`src/rtl/reg_file_mp.sv`:
```
// rtl/reg_file_mp.sv - multi-port register file with per-register busy scoreboard
// Optional same-cycle write-to-read bypass: define REG_FILE_MP_BYPASS_EN.
module reg_file_mp #(
    parameter int DATA_W   = 32,
    parameter int ADDR_W   = 5,
    parameter int NUM_RD   = 2,
    parameter int ZERO_REG = 1
) (
    input  logic                     clk,
    input  logic                     rst,
    input  logic [NUM_RD*ADDR_W-1:0] rd_addr,
    output logic [NUM_RD*DATA_W-1:0] rd_data,
    output logic [NUM_RD-1:0]        rd_busy,
    input  logic                     wr_en0,
    input  logic [ADDR_W-1:0]        wr_addr0,
    input  logic [DATA_W-1:0]        wr_data0,
    input  logic                     wr_en1,
    input  logic [ADDR_W-1:0]        wr_addr1,
    input  logic [DATA_W-1:0]        wr_data1,
    input  logic                     res_en,
    input  logic [ADDR_W-1:0]        res_addr,
    output logic [ADDR_W:0]          busy_cnt
);

    localparam int DEPTH = 1 << ADDR_W;

    logic [DATA_W-1:0] regs [DEPTH];
    logic [DEPTH-1:0]  busy;
    logic [DEPTH-1:0]  busyNext;
    logic              wrOk0, wrOk1, resOk;
    logic              cntInc, cntDec0, cntDec1;

    // Register 0 is inert when hard-wired, so its writes and reservations are filtered here.
    always_comb begin
        wrOk0    = wr_en0 && !((ZERO_REG != 0) && (wr_addr0 == '0));
        wrOk1    = wr_en1 && !((ZERO_REG != 0) && (wr_addr1 == '0));
        resOk    = res_en && !((ZERO_REG != 0) && (res_addr == '0));
        busyNext = busy;
        if (wrOk0) busyNext[wr_addr0] = 1'b0;
        if (wrOk1) busyNext[wr_addr1] = 1'b0;
        if (resOk) busyNext[res_addr] = 1'b1;
        cntInc  = resOk && !busy[res_addr];
        cntDec0 = wrOk0 && busy[wr_addr0] && !(resOk && (res_addr == wr_addr0));
        // Same address on both ports clears only one bit.
        cntDec1 = wrOk1 && busy[wr_addr1] && !(resOk && (res_addr == wr_addr1))
                  && !(wrOk0 && (wr_addr0 == wr_addr1));
    end

    always_ff @(posedge clk) begin
        if (!rst) begin
            for (int i = 0; i < DEPTH; i++) regs[i] <= '0;
            busy     <= '0;
            busy_cnt <= '0;
        end else begin
            if (wrOk0) regs[wr_addr0] <= wr_data0;
            if (wrOk1) regs[wr_addr1] <= wr_data1;
            busy     <= busyNext;
            busy_cnt <= busy_cnt + {{ADDR_W{1'b0}}, cntInc}
                        - {{ADDR_W{1'b0}}, cntDec0} - {{ADDR_W{1'b0}}, cntDec1};
        end
    end

    for (genvar k = 0; k < NUM_RD; k++) begin : g_rd
        logic [ADDR_W-1:0] addr;
        logic [DATA_W-1:0] data;
        logic              bsy;
        logic              isZero;

        assign addr   = rd_addr[k*ADDR_W +: ADDR_W];
        assign isZero = (ZERO_REG != 0) && (addr == '0);

`ifdef REG_FILE_MP_BYPASS_EN
        logic hit0, hit1;
        assign hit0 = wrOk0 && (wr_addr0 == addr);
        assign hit1 = wrOk1 && (wr_addr1 == addr);
        assign data = hit1 ? wr_data1 : hit0 ? wr_data0 : isZero ? '0 : regs[addr];
        assign bsy  = (hit0 || hit1) ? busyNext[addr] : busy[addr];
`else
        assign data = isZero ? '0 : regs[addr];
        assign bsy  = busy[addr];
`endif

        assign rd_data[k*DATA_W +: DATA_W] = data;
        assign rd_busy[k]                  = bsy;
    end

endmodule

```
`config.mk`:
```
export PLATFORM = sky130hd
export DESIGN_NAME = reg_file_mp
export DESIGN_NICKNAME = d
export VERILOG_FILES = /design/src/rtl/reg_file_mp.sv
export SDC_FILE = /design/constraint.sdc
export NUM_CORES = 2
export LEC_CHECK = 0
export BUFFER_PORTS_ARGS = -buffer_cell sky130_fd_sc_hd__buf_2
export CORE_UTILIZATION = 45
export DETAILED_ROUTE_END_ITERATION = 10
export PLACE_DENSITY = 0.66
export SYNTH_ARGS = -nofsm -noshare
export SYNTH_HDL_FRONTEND = slang
export SYNTH_SLANG_ARGS = --single-unit
```
`constraint.sdc`:
```
create_clock -name clk -period 3.9 [get_ports clk]
set_input_delay 0.195 -clock clk [delete_from_list [all_inputs] [get_ports clk]]
set_output_delay 0.195 -clock clk [all_outputs]
set_load 0.02 [all_outputs]
```
==> metrics.yaml <==
power:
  p_per_area_nw_per_um2: 421
  p_leak_nw: 23.1
  power_mw: 29.2
  peakVddDrop_v: 0.000380
floorplanning:
  chipWidth_um: 371
  die_y_um: 371
  start_util: 0.453
  ios: 166
  dieArea_um2: 138000
  core_um2: 135000
  rows: 135
global_route:
  grt_use_total: 0.368
  grt_pass1_wl_mm: 353
  antenna_found_initial: 40
  grt_overflow_total: 0
  grt_pass1_vias: 45600
  grt_max_degree: 56
synthesis:
  yosysWarnings: 0
  synthArstFlopShare: 0
  syn_avg_cell_area_um2: 14.7
  yosys_most_used_dff: "edfxtp_1"
  ys_seq_elements: 1062
  synth_edf_count: 1024
  mappedNetlistArea_um2: 61400
  ys_types: 57
  synthCells: 4167
  synth_seq_area_share: 0.513
timing:
  period_minus_slack_ps: 3600
  finalMaxSlewViolations: 0
  hold_ws_ps: 185
  finalCritPeriodShare: 0.922
  rsz0062_at_grt: "no"
  fmax_mhz: 278
  worst_slew_pin_slew_ps: 1310
  slew_headroom: 0.122
  skew_ps: 13.3
  finalSetupViolations: 0
  hold_viol: 0
  setup_tns_ps: 0
outcome:
  run_status: "finished, final reports clean"
final_layout:
  nets: 4218
  multiInputGateArea_um2: 27800
  seq_area_um2: 31500
  drive_gt1_frac: 0.300
  area_delta_synth_final_pct: 12.7
  fillers: 11200
clock_network:
  htreeDepth: 3
  clk_pin_slew_ps: 60
  cts_sinks: 1062
  cts-root-buf: "clkbuf_16"
  insertion_delay_ps: 740
  cts_tree: "built"
  postCtsSetupBuffers: 0
  numCtsBuffers: 116
  clock_path_buffers: 3
setup_path:
  worstPathArrival_ps: 3400
  cp.buffers_inverters: 4
  critPathSlowestCell: "a311oi_1"
  cpPeakStageDelay_ps: 850
  crit_path_end_kind: "output port"
  crit_fanout: 16
  required_ps: 3700
  startpoint_type: "input pin"
  crit_chain: "buf_2, or4_1, buf_4, buf_4, o21ai_0, a311oi_1, buf_2"
  crit_family: "buffers and inverters"
  path_class: "in -> out"
placed_design:
  portBuffers: 165
  gp_congestion: 0.947
  dpl.hpwl_mm: 160
routing:
  vias: 47500
  post-route-drc-count: 0
  vias_per_cell: 7.88
  drtIter0Drc: 8442
  finalWirelength_mm: 257
  ant_nets: 0
  first_pass_iters: 7
  avgRoutedWirePerCell_um: 42.7
worst_hold_path:
  hp-class: "in -> reg"
flow_run:
  cap_violations: 0
-- metal layers --
metal / wire, µm / up-vias / global-route usage / part of all wire
met2: 106000 / 4653 / 0.511 / 0.41
met1: 88300 / 24100 / 0.474 / 0.34
met5: 244 / - / 0.00175 / 0.00095
met4: 17400 / 34 / 0.216 / 0.068
met3: 44800 / 1012 / 0.161 / 0.17
li1: - / 17700 / - / -
-- per-stage QoR --
step	std cells	util	cell area [µm²]	worst slack (ps)
floorplan	4198	-	61500	399
detailed placement	5773	0.482	65300	238
finish	6024	0.511	69200	305
global route	6013	0.511	69200	353
global placement	5773	0.482	65300	180
CTS	5995	0.510	69100	515
-- logic make-up (layout without fill, tap and decap cells) --
logic type	after synthesis	in the layout	share of synthesized area
multiplexers	686	686	0.213
AO/OA/AOI/OAI	1464	1464	0.198
adder cells (fa/ha/maj)	8	8	0.00187
AND/OR/NAND/NOR	251	251	0.0235
other	1	61	0.0000611
flip-flops	1062	1062	0.513
XOR/XNOR	19	19	0.00271
buffers and inverters	676	692	0.0477
-- synth_stat cells, types with 65 or more instances --
cell type / instances / area [µm²]
clkbuf_1: 481 / 1810
edfxtp_1: 1024 / 30700
and2_1: 70 / 438
a22o_1: 992 / 8690
buf_2: 103 / 515
a221oi_1: 65 / 569
mux4_2: 492 / 11100
mux2i_1: 128 / 1280
o21ai_0: 119 / 596
a22oi_1: 72 / 541
mux2_2: 66 / 743
-- state kept, by name, summed over array words and instances (netlist names) --
name      count
busy         32
regs       1024
busy_cnt      6
-- cells in the final DEF (no fill, tap or decap), types with 68 or more instances in the layout --
cell type	instances
buf_2	159
and2_1	68
clkbuf_16	121
a22o_1	992
o21ai_0	119
buf_4	205
mux4_2	492
a22oi_1	72
mux2i_1	128
edfxtp_1	1024
-- layout make-up --
cell class                      count  area share
Timing Repair Buffer              435      0.0531
Clock inverter                     63     0.00877
Multi-Input combinational cell   2460       0.401
Sequential cell                  1062       0.455
Inverter                           41     0.00230
Clock buffer                      153      0.0458
Tap cell                         1781      0.0322
Antenna cell                       29     0.00105
-- power by group --
part | internal (mW) | switching (mW)
clock network | 6.41 | 4.82
registers | 13.2 | 0.352
logic | 1.62 | 2.74
-- path summary, 6_finish.rpt --
| kind | slack (ps) | startpoint | end | cells after the start |
|---|---|---|---|---|
| worst max-delay path | 300 | rd_addr[0] | rd_data[27] | 7 |
| worst min register to register | 530 | busy[11] | busy[11] | 2 |
| worst min-delay path | 190 | wr_data0[31] | regs[21][31] | 2 |
| worst max register to register | 500 | busy[23] | busy_cnt[5] | 12 |
-- repair_timing --
| action | 4_1_cts | 5_1_grt |
|---|---|---|
| resized for setup | 0 | 0 |
| hold endpoints to repair | 24 | 0 |
| hold buffers | 6 | 0 |
Power figures use the tool's default switching activity.
